$ cat config.mk
export PLATFORM = sky130hd
export DESIGN_NAME = wb_sched
export DESIGN_NICKNAME = d
export VERILOG_FILES = /design/src/rtl/wb_sched.sv
export SDC_FILE = /design/constraint.sdc
export NUM_CORES = 1
export LEC_CHECK = 0
export ABC_CLOCK_PERIOD_IN_PS = 11500
export BUFFER_PORTS_ARGS = -buffer_cell sky130_fd_sc_hd__buf_4
export CORE_ASPECT_RATIO = 1.2
export CORE_MARGIN = 2
export CORE_UTILIZATION = 36
export DETAILED_ROUTE_END_ITERATION = 7
export GPL_ROUTABILITY_DRIVEN = 0
export SLEW_MARGIN = 10
export SYNTH_ARGS = -nofsm -noshare
export SYNTH_HDL_FRONTEND = slang
export SYNTH_SLANG_ARGS = --single-unit
export TNS_END_PERCENT = 100
$ cat constraint.sdc
create_clock -name clk -period 11.5 [get_ports clk]
set_input_delay 1.725 -clock clk [delete_from_list [all_inputs] [get_ports clk]]
set_output_delay 1.725 -clock clk [all_outputs]
set_load 0.01 [all_outputs]
$ cat src/rtl/wb_sched.sv
// Writeback scheduler: arbitrates the single register-file write port between
// execute-stage results and late load returns held in a 2-entry buffer.
module wb_sched #(
   parameter int unsigned REGW   = 5,
   parameter int unsigned DWIDTH = 32
) (
   input  logic              clk,
   input  logic              rst,
   input  logic              ex_valid,
   input  logic [1:0]        ex_wbsel,
   input  logic [REGW-1:0]   ex_rd,
   output logic              ex_ready,
   input  logic              ld_valid,
   input  logic [REGW-1:0]   ld_rd,
   input  logic [DWIDTH-1:0] ld_data,
   output logic              ld_ready,
   output logic [1:0]        ld_count,
   output logic [1:0]        wb_sel,
   output logic [REGW-1:0]   wb_rd,
   output logic              wb_we,
   output logic [DWIDTH-1:0] wb_ldata
);

   localparam logic [1:0] SelLoad = 2'b00;
   localparam logic [1:0] SelAlu  = 2'b01;
   localparam logic [1:0] Full    = 2'd2;

   logic [1:0]        count_q;
   logic [1:0]        streak_q;
   logic [REGW-1:0]   rd0_q, rd1_q;
   logic [DWIDTH-1:0] data0_q, data1_q;
   logic              have_l, e_grant, l_grant, push, pop;

   assign ld_count = count_q;

   // Handshakes and grant decode; readies depend only on registered state.
   always_comb begin
      have_l   = (count_q != 2'd0);
      ld_ready = !rst && (count_q != Full);
      ex_ready = !rst && (!have_l || (streak_q == Full));
      e_grant  = ex_valid && ex_ready;
      l_grant  = !rst && have_l && !e_grant;
      push     = ld_valid && ld_ready;
      pop      = l_grant;
   end

   // Buffer occupancy; a pop never frees a slot for a same-cycle push.
   always_ff @(posedge clk) begin
      if (rst) begin
         count_q <= 2'd0;
      end else if (push && !pop) begin
         count_q <= count_q + 2'd1;
      end else if (pop && !push) begin
         count_q <= count_q - 2'd1;
      end
   end

   // Buffer storage: entry 0 is always the head, entry 1 shifts down on pop.
   always_ff @(posedge clk) begin
      if (pop) begin
         if (push && (count_q == 2'd1)) begin
            rd0_q   <= ld_rd;
            data0_q <= ld_data;
         end else begin
            rd0_q   <= rd1_q;
            data0_q <= data1_q;
         end
      end else if (push) begin
         if (count_q == 2'd0) begin
            rd0_q   <= ld_rd;
            data0_q <= ld_data;
         end else begin
            rd1_q   <= ld_rd;
            data1_q <= ld_data;
         end
      end
   end

   // Consecutive load grants taken while execute is waiting; saturates at 2.
   always_ff @(posedge clk) begin
      if (rst || !ex_valid || e_grant) begin
         streak_q <= 2'd0;
      end else if (l_grant && (streak_q != Full)) begin
         streak_q <= streak_q + 2'd1;
      end
   end

   // Registered writeback outputs, one cycle after the grant.
   always_ff @(posedge clk) begin
      if (rst) begin
         wb_we    <= 1'b0;
         wb_sel   <= SelAlu;
         wb_rd    <= '0;
         wb_ldata <= '0;
      end else if (l_grant) begin
         wb_we    <= (rd0_q != '0);
         wb_sel   <= SelLoad;
         wb_rd    <= rd0_q;
         wb_ldata <= data0_q;
      end else if (e_grant) begin
         wb_we    <= (ex_rd != '0);
         wb_sel   <= ex_wbsel;
         wb_rd    <= ex_rd;
      end else begin
         wb_we    <= 1'b0;
      end
   end

endmodule

==> results of run 1 <==
[stage by stage]
stage                     hold WS (ns)  area (µm²)  total power [mW]
after global placement           0.404        5390              1.13
after detailed placement         0.416        5390              1.14
after CTS                        0.423        5960              1.66
final                            0.420        5960              1.63
after floorplan                  0.399        4550             0.961
after global routing             0.449        5960              1.74
[flip-flops by register name, indices dropped and copies added (netlist names)]
name,cells
wb_ldata,32
streak_q,2
wb_sel,2
rd1_q,5
rd0_q,5
wb_we,1
data1_q,32
data0_q,32
ld_count,2
wb_rd,5
[worst max-delay path, cell delays in order]
cell and delay (ns):
buf_4 0.43, nor2_1 0.20, buf_4 0.19
[cells in the final DEF (no fill, tap or decap), types with 4 or more instances in the layout]
cell       count
inv_1          6
nor4_1         6
dfxtp_1       44
buf_4         95
clkbuf_1       4
edfxtp_1      74
nand2_1       66
ha_1           6
nor3_1         4
mux2_4        30
clkinv_2       4
clkbuf_16     17
a21oi_1       33
nor2_1        15
mux2_2         7
[metal layers]
| layer | part of all wire, % | track usage (%) | wire, µm |
|---|---|---|---|
| met2 | 53 | 23.9 | 4620 |
| met3 | 7.2 | 5.82 | 628 |
| met5 | 0 | 0 | 0 |
| met1 | 38 | 15.3 | 3340 |
| met4 | 1.7 | 5.50 | 150 |
[synthesized netlist by cell type, drive strengths merged]
master    n
a2111oi   1
a211oi    1
a21o      1
a21oi    35
a311oi    1
a31oi     1
and3b     1
buf       5
clkbuf   13
dfxtp    44
edfxtp   74
ha        6
inv       6
mux2     37
mux2i     3
nand2    66
nand2b    2
nor2     15
nor2b     1
nor3      5
nor4      6
o211ai    1
o21ai     3
o31ai     1
or4       2
xnor2     2
[area by class of cell]
class	instances	area, µm²
multi-input cells	191	1350
clock inverters	11	133
well taps	161	201
flip-flops and latches	118	3100
repair buffers	95	713
fillers	1100	6260
clock buffers	21	440
inverters	6	22.5
[logic make-up after synthesis]
kind of cell	Yosys count	synth area share, %
DFF	118	68.3
buffers and inverters	24	2.64
muxes	40	12.3
adders and majority gates	6	1.65
and+or+nand+nor	98	9.00
AOI/OAI and AO/OA	45	5.75
xor gates and xnor gates	2	0.385
[power by group]
part / total (mW) / switching [mW] / leakage (nW) / internal [mW]
registers: 0.643 / 0.0474 / 1.04 / 0.596
clock network: 0.507 / 0.170 / 0.276 / 0.337
logic: 0.482 / 0.273 / 1.01 / 0.209
[final timing paths]
| kind | endpoint |
|---|---|
| setup / recovery | ld_ready |
| hold / removal | streak_q[0]$_SDFFE_PP0P_ |
| hold reg to reg | streak_q[0]$_SDFFE_PP0P_ |
| setup reg to reg | data0_q[15]$_DFFE_PP_ |
==> results.sh, run 1 <==
export IMPL_timing_reg2reg_setup_slack_ns=8.76
export IMPL_cts_tree="yes"
export IMPL_clock_path_buffers=2
export IMPL_final_cell_count_no_fill=603
export IMPL_r2r_start="ld_count[0]$_SDFFE_PP0P_"
export IMPL_clk_pin_slew_ns=0.05
export IMPL_finClkSkew_ns=0.00578
export IMPL_antenna_diode_count=0
export IMPL_p_per_area_nw_per_um2=274
export IMPL_io_pins=92
export IMPL_critPathRequiredTime_ns=9.78
export IMPL_fin_util_pct=48.8
export IMPL_tightest_slew_ns=1.02
export IMPL_cp_start_kind="input port"
export IMPL_cts_root_buffer="clkbuf_16"
export IMPL_wire_per_inst_um=14.5
export IMPL_synth_avg_cell_area_um2=13.7
export IMPL_peakVddDrop_v=0.000126
export IMPL_worstSkewPairLatency_ns=0.40
export IMPL_grt_pass1_vias=2859
export IMPL_min_path_cells=1
export IMPL_synth_area_leaders="edfxtp_1 49%, dfxtp_1 19%, mux2_4 9.9%"
export IMPL_cts_hold_buf=0
export IMPL_core_um2=12200
export IMPL_drt_iter0_markers=86
export IMPL_rsz0062_at_grt="false"
export IMPL_drive_gt1_share_pct=36.7
export IMPL_cp_data_arrival_time_ns=2.55
export IMPL_drt_pass1_iterations=4
export IMPL_grt_pass1_wl_um=14300
export IMPL_antenna_found_initial=0
export IMPL_max_cap_violations=0
export IMPL_syn_num_nets=387
export IMPL_synth_cell_types=28
export IMPL_post_synth_top_area_fraction_pct=48.9
export IMPL_leakagePower_nw=2.33
export IMPL_grt_start_max_net_pins=48
export IMPL_post_place_cells=571
export IMPL_cts_made_buffers=17
export IMPL_fin_setup_tns_ns=0
export IMPL_syn_area_um2=4550
export IMPL_yosys_area_top_type="edfxtp_1"
export IMPL_timing_max_transition_violations_final=0
export IMPL_ys_seq_elements=118
export IMPL_io_buffer_count=91
export IMPL_fmax_mhz=234
export IMPL_setup_violations=0
export IMPL_yosysWarnings=0
export IMPL_postCtsSetupBuffers=0
export IMPL_placementRows=44
export IMPL_htreeDepth=4
export IMPL_drc=0
export IMPL_critPathMaxFanout=47
export IMPL_die_w_um=107
export IMPL_vias_per_cell=4.73
export IMPL_start_util_pct=37.2
export IMPL_timing_final_ws_setup_ns=7.23
export IMPL_syn_to_final_growth_pct=31.2
export IMPL_crit_path_start="rst"
export IMPL_post_route_period_util_pct=37.2
export IMPL_end_kind="output port"
export IMPL_post_cts_resized=0
export IMPL_hp_class="reg -> reg"
export IMPL_hold_viol=0
export IMPL_fin_crit_ns=4.27
export IMPL_synth_seq_area_share_pct=68.3
export IMPL_slew_headroom_pct=31.9
export IMPL_fin_nets=483
export IMPL_netlist_instances=333
export IMPL_critPathKind="in -> out"
export IMPL_cts_sinks=118
export IMPL_finalWirelength_um=8730
export IMPL_dp_hpwl_um=5520
export IMPL_status="complete, no violations"
export IMPL_pre_cts_ws_ns=7.22
export IMPL_gr_total_overflow=0
export IMPL_min_from="streak_q[0]$_SDFFE_PP0P_"
export IMPL_ant_nets=0
export IMPL_num_vias=2853
export IMPL_die_area_um2=13500
export IMPL_reg2reg_depth=7
export IMPL_grt_usage_pct=13.9
export IMPL_fp_dieH_um=127
(Power assumes the default switching activity.)
==> run 2: changes to the inputs <==
--- a/config.mk
+++ b/config.mk
@@ -5,7 +5,7 @@
 export SDC_FILE = /design/constraint.sdc
 export NUM_CORES = 1
 export LEC_CHECK = 0
-export ABC_CLOCK_PERIOD_IN_PS = 11500
+export ABC_CLOCK_PERIOD_IN_PS = 4240
 export BUFFER_PORTS_ARGS = -buffer_cell sky130_fd_sc_hd__buf_4
 export CORE_ASPECT_RATIO = 1.2
 export CORE_MARGIN = 2
==> constraint.sdc (replaced) <==
create_clock -name clk -period 4.24 [get_ports clk]
set_input_delay 0.636 -clock clk [delete_from_list [all_inputs] [get_ports clk]]
set_output_delay 0.636 -clock clk [all_outputs]
set_load 0.01 [all_outputs]
==> run 2 against run 1 <==
Sequential share of layout area is 0.42 points higher; setup slack worse by 5.6 ns; first-iteration DRC count is 44% higher; sequential power grew to 2.7 times the previous value; via count is 3.0% lower; combinational power grew to 2.7 times the previous value; global-route usage is 0.20 points lower; clock-buffer cell count stayed put; critical endpoint is now data0_q[31]$_DFFE_PP_; largest power group unchanged.
==> results.sh, run 2 (synthesized netlist as in run 1, its figures left out) <==
export IMPL_status="complete, no violations"
export IMPL_placementRows=44
export IMPL_cts_root_buffer="clkbuf_16"
export IMPL_syn_to_final_growth_pct=30.1
export IMPL_fin_setup_tns_ns=0
export IMPL_timing_final_ws_setup_ns=1.58
export IMPL_drt_iter0_markers=124
export IMPL_drive_gt1_share_pct=37.1
export IMPL_worstHoldEndpoint="data1_q[25]$_DFFE_PP_"
export IMPL_post_cts_resized=0
export IMPL_drc=0
export IMPL_reg2reg_depth=6
export IMPL_fin_crit_ns=2.66
export IMPL_finClkSkew_ns=0.00721
export IMPL_io_buffer_count=91
export IMPL_end_kind="flip-flop"
export IMPL_cts_sinks=118
export IMPL_critPathMaxFanout=37
export IMPL_grt_start_max_net_pins=48
export IMPL_clock_path_buffers=2
export IMPL_peakVddDrop_v=0.000484
export IMPL_post_route_period_util_pct=62.8
export IMPL_critPathMaxStageDelay_ns=0.58
export IMPL_fillCellCount=1099
export IMPL_timing_reg2reg_setup_slack_ns=1.58
export IMPL_die_w_um=107
export IMPL_antenna_diode_count=0
export IMPL_slowest_stage="buf_4"
export IMPL_p_per_area_nw_per_um2=728
export IMPL_cp_data_arrival_time_ns=2.81
export IMPL_fin_nets=483
export IMPL_cts_hold_buf=0
export IMPL_num_vias=2766
export IMPL_drt_pass1_iterations=4
export IMPL_io_pins=92
export IMPL_tightest_slew_ns=0.948
export IMPL_r2r_start="ld_count[0]$_SDFFE_PP0P_"
export IMPL_cts_made_buffers=17
export IMPL_cp_start_kind="flip-flop"
export IMPL_hp_class="in -> reg"
export IMPL_crit_buf_inv=2
export IMPL_vias_per_cell=4.59
export IMPL_min_from="ld_data[25]"
export IMPL_setup_violations=0
export IMPL_max_cap_violations=0
export IMPL_critPathKind="reg -> reg"
export IMPL_pre_cts_ws_ns=1.34
export IMPL_power_mw=4.31
export IMPL_wire_per_inst_um=14.6
export IMPL_layout_commonest_cell="buf_4"
export IMPL_grt_usage_pct=13.7
export IMPL_reg_top3="data0_q: 32 flops, data1_q: 32 flops, wb_ldata: 32 flops"
export IMPL_ant_nets=0
export IMPL_hold_viol=0
export IMPL_grt_pass1_vias=2817
export IMPL_timing_max_transition_violations_final=0
export IMPL_antenna_found_initial=0
export IMPL_worstSkewPairLatency_ns=0.41
export IMPL_start_util_pct=37.2
export IMPL_grt_pass1_wl_um=14000
export IMPL_gr_total_overflow=0
export IMPL_postCtsSetupBuffers=0
export IMPL_htreeDepth=4
export IMPL_fin_util_pct=48.4
export IMPL_final_cell_mix="95 x buf_4, 74 x edfxtp_1, 66 x nand2_1, 44 x dfxtp_1, 33 x a21oi_1"
export IMPL_finalWirelength_um=8810
export IMPL_slew_headroom_pct=36.6
export IMPL_fmax_mhz=376
export IMPL_min_path_cells=1
export IMPL_dp_hpwl_um=5730
export IMPL_path_delay_family="buffers and inverters"
export IMPL_cts_tree="yes"
export IMPL_leakagePower_nw=2.31
export IMPL_critPathRequiredTime_ns=4.39
export IMPL_clk_pin_slew_ns=0.05
export IMPL_rsz0062_at_grt="false"
export IMPL_core_um2=12200
export IMPL_die_area_um2=13500
export IMPL_fp_dieH_um=127
export IMPL_reg2reg_to="data0_q[31]$_DFFE_PP_"
export IMPL_timing_hold_ws_ns=0.418
export IMPL_critical_path_cell_chain="inv_1, ha_1, a21o_1, a311oi_4, buf_4, mux2_2"
-- run 2: cell types whose count changed in the layout (fill, tap and decap cells not counted), sizes merged --
cell,change
bufinv,-2
clkinv,+2
-- run 2: metal layers --
metal	global-route usage, %	up-vias	part of all wire, %
met5	0	-	0
met4	7.56	0	2.6
met3	5.56	18	5.7
met2	23.2	66	51
met1	14.6	1303	41
li1	-	1379	-
-- run 2: worst max path at each step --
stage | end | start | depth (start not counted)
final | data0_q[31]$_DFFE_PP_ | ld_count[0]$_SDFFE_PP0P_ | 6
after global routing | data0_q[31]$_DFFE_PP_ | ld_count[0]$_SDFFE_PP0P_ | 7
after CTS | data0_q[1]$_DFFE_PP_ | ld_count[0]$_SDFFE_PP0P_ | 6
after detailed placement | data0_q[1]$_DFFE_PP_ | rst | 5
after global placement | data0_q[4]$_DFFE_PP_ | rst | 5
after floorplan | data1_q[0]$_DFFE_PP_ | ld_count[0]$_SDFFE_PP0P_ | 5
-- run 2: final cells by class --
cell class / instances / area [µm²] / area share (%)
Clock inverter: 11 / 85.1 / 1.44
Clock buffer: 21 / 440 / 7.45
Timing Repair Buffer: 95 / 713 / 12.1
Multi-Input combinational cell: 191 / 1350 / 22.8
Tap cell: 161 / 201 / 3.41
Sequential cell: 118 / 3100 / 52.5
Inverter: 6 / 22.5 / 0.381
-- run 2: per-stage QoR --
stage | instances | instance area [µm²]
after floorplan | 333 | 4550
after global placement | 571 | 5390
after detailed placement | 571 | 5390
after CTS | 603 | 5920
after global routing | 603 | 5920
final | 603 | 5920
-- run 2: report_power, final --
group	switching (mW)	leakage, nW	total (mW)	internal, mW
Clock	0.468	0.260	1.26	0.793
Sequential	0.132	1.04	1.75	1.62
Combinational	0.733	1.01	1.30	0.565
Total	1.33	2.31	4.31	2.97
==> run 3: changes to the inputs <==
--- a/config.mk
+++ b/config.mk
@@ -5,7 +5,7 @@
 export SDC_FILE = /design/constraint.sdc
 export NUM_CORES = 1
 export LEC_CHECK = 0
-export ABC_CLOCK_PERIOD_IN_PS = 4240
+export ABC_CLOCK_PERIOD_IN_PS = 2200
 export BUFFER_PORTS_ARGS = -buffer_cell sky130_fd_sc_hd__buf_4
 export CORE_ASPECT_RATIO = 1.2
 export CORE_MARGIN = 2
==> constraint.sdc (replaced) <==
create_clock -name clk -period 2.2 [get_ports clk]
set_input_delay 0.33 -clock clk [delete_from_list [all_inputs] [get_ports clk]]
set_output_delay 0.33 -clock clk [all_outputs]
set_load 0.01 [all_outputs]
==> run 3 against run 2 <==
Clock-buffer cell count is the same; sequential share of layout area down 1.6 points; critical endpoint is now data0_q[0]$_DFFE_PP_; clock skew is 0.0018 ns higher; final cell count grew 1.2%; utilization up 1.7 points; clock power increased by 100%; sequential power up 93%; largest power group unchanged; setup slack worse by 1.4 ns; global-route usage grew 0.87 points; total power grew 100%; cell area rose by 3.5%; combinational power rose by 120%.
==> results.sh, run 3 (synthesized netlist as in run 1, its figures left out) <==
export IMPL_path_delay_family="compound AO/OA/AOI/OAI gates"
export IMPL_slew_headroom_pct=71.6
export IMPL_post_cts_resized=0
export IMPL_wire_per_inst_um=15.3
export IMPL_critical_path_cell_chain="inv_1, ha_1, a21o_1, a311oi_4, buf_12, mux2_2"
export IMPL_fin_util_pct=50.1
export IMPL_timing_hold_ws_ns=0.111
export IMPL_core_um2=12200
export IMPL_finalWirelength_um=9330
export IMPL_grt_start_max_net_pins=38
export IMPL_reg_top3="data0_q: 32 flops, data1_q: 32 flops, wb_ldata: 32 flops"
export IMPL_timing_final_ws_setup_ns=0.145
export IMPL_cp_data_arrival_time_ns=2.20
export IMPL_critPathRequiredTime_ns=2.34
export IMPL_die_area_um2=13500
export IMPL_crit_path_start="streak_q[0]$_SDFFE_PP0P_"
export IMPL_timing_reg2reg_setup_slack_ns=0.15
export IMPL_min_from="ld_data[16]"
export IMPL_ant_nets=0
export IMPL_p_per_area_nw_per_um2=1430
export IMPL_cts_root_buffer="clkbuf_16"
export IMPL_tightest_slew_ns=0.425
export IMPL_finClkSkew_ns=0.00902
export IMPL_clock_path_buffers=2
export IMPL_critPathKind="reg -> reg"
export IMPL_grt_pass1_vias=2973
export IMPL_status="complete, no violations"
export IMPL_worstHoldEndpoint="data1_q[16]$_DFFE_PP_"
export IMPL_crit_buf_inv=2
export IMPL_gr_total_overflow=0
export IMPL_min_path_cells=1
export IMPL_critPathMaxFanout=17
export IMPL_io_pins=92
export IMPL_drt_pass1_iterations=4
export IMPL_fp_dieH_um=127
export IMPL_antenna_diode_count=0
export IMPL_final_cell_mix="97 x buf_4, 74 x edfxtp_1, 65 x nand2_1, 42 x dfxtp_1, 33 x a21oi_1"
export IMPL_drive_gt1_share_pct=40.1
export IMPL_end_kind="flip-flop"
export IMPL_cts_sinks=118
export IMPL_power_mw=8.78
export IMPL_cp_start_kind="flip-flop"
export IMPL_postCtsSetupBuffers=0
export IMPL_syn_to_final_growth_pct=34.7
export IMPL_hp_class="in -> reg"
export IMPL_grt_pass1_wl_um=15000
export IMPL_placementRows=44
export IMPL_layout_commonest_cell="buf_4"
export IMPL_die_w_um=107
export IMPL_cts_hold_buf=0
export IMPL_grt_usage_pct=14.6
export IMPL_fmax_mhz=487
export IMPL_reg2reg_depth=6
export IMPL_num_vias=2903
export IMPL_antenna_found_initial=0
export IMPL_clk_pin_slew_ns=0.05
export IMPL_cts_tree="yes"
export IMPL_slowest_stage="a311oi_4"
export IMPL_io_buffer_count=91
export IMPL_leakagePower_nw=2.39
export IMPL_drt_iter0_markers=158
export IMPL_setup_violations=0
export IMPL_cts_made_buffers=17
export IMPL_r2r_start="streak_q[0]$_SDFFE_PP0P_"
export IMPL_timing_max_transition_violations_final=0
export IMPL_fin_nets=490
export IMPL_post_route_period_util_pct=93.4
export IMPL_rsz0062_at_grt="false"
export IMPL_fillCellCount=1089
export IMPL_dp_hpwl_um=6040
export IMPL_critPathMaxStageDelay_ns=0.38
export IMPL_fin_crit_ns=2.05
export IMPL_drc=0
export IMPL_vias_per_cell=4.76
export IMPL_pre_cts_ws_ns=0.157
export IMPL_max_cap_violations=0
export IMPL_reg2reg_to="data0_q[0]$_DFFE_PP_"
export IMPL_worstSkewPairLatency_ns=0.40
export IMPL_htreeDepth=4
export IMPL_peakVddDrop_v=0.000592
export IMPL_start_util_pct=37.2
export IMPL_hold_viol=0
-- run 3: cell count changes in the layout (fill, tap and decap cells not counted), sizes merged --
cell | before | now
buf | 95 | 102
clkinv | 8 | 7
bufinv | 1 | 2
-- run 3: per-stage QoR --
| step | std cells | setup TNS, ns | area (µm²) |
|---|---|---|---|
| 2_1_floorplan | 333 | -7.87 | 4640 |
| 3_3_place_gp | 578 | 0 | 5570 |
| 3_5_place_dp | 578 | 0 | 5570 |
| 4_1_cts | 610 | 0 | 6120 |
| 5_1_grt | 610 | 0 | 6120 |
| 6_report | 610 | 0 | 6120 |
-- run 3: per-layer routing --
layer	up-vias	GRT usage (%)	wire (µm)
li1	1397	-	-
met1	1427	16.6	3930
met2	71	25.1	4900
met3	8	3.78	375
met4	0	7.87	125
met5	-	0	0
-- run 3: worst register-to-register path: stages, from the launching register on --
cell,delay [ns]
dfxtp_1,0.33
inv_1,0.04
ha_1,0.25
a21o_1,0.21
a311oi_4,0.38
buf_12,0.22
mux2_2,0.36
-- run 3: worst max path at each step --
stage	end	cells past startpoint
2_1_floorplan	data0_q[0]$_DFFE_PP_	7
3_3_place_gp	data0_q[23]$_DFFE_PP_	6
3_5_place_dp	data0_q[22]$_DFFE_PP_	6
4_1_cts	data0_q[22]$_DFFE_PP_	6
5_1_grt	data0_q[31]$_DFFE_PP_	6
6_report	data0_q[0]$_DFFE_PP_	6
-- run 3: area by class of cell --
| class | count | area (µm²) | area share [%] |
|---|---|---|---|
| clock buffers | 21 | 440 | 7.20 |
| clock inverters | 11 | 109 | 1.78 |
| inverters | 6 | 22.5 | 0.368 |
| multi-input cells | 191 | 1410 | 23.0 |
| flip-flops and latches | 118 | 3110 | 50.8 |
| well taps | 161 | 201 | 3.29 |
| repair buffers | 102 | 828 | 13.5 |
-- run 3: power breakdown --
part	internal, mW	switching (mW)
Combinational	1.31	1.54
Sequential	3.12	0.257
Clock	1.65	0.908
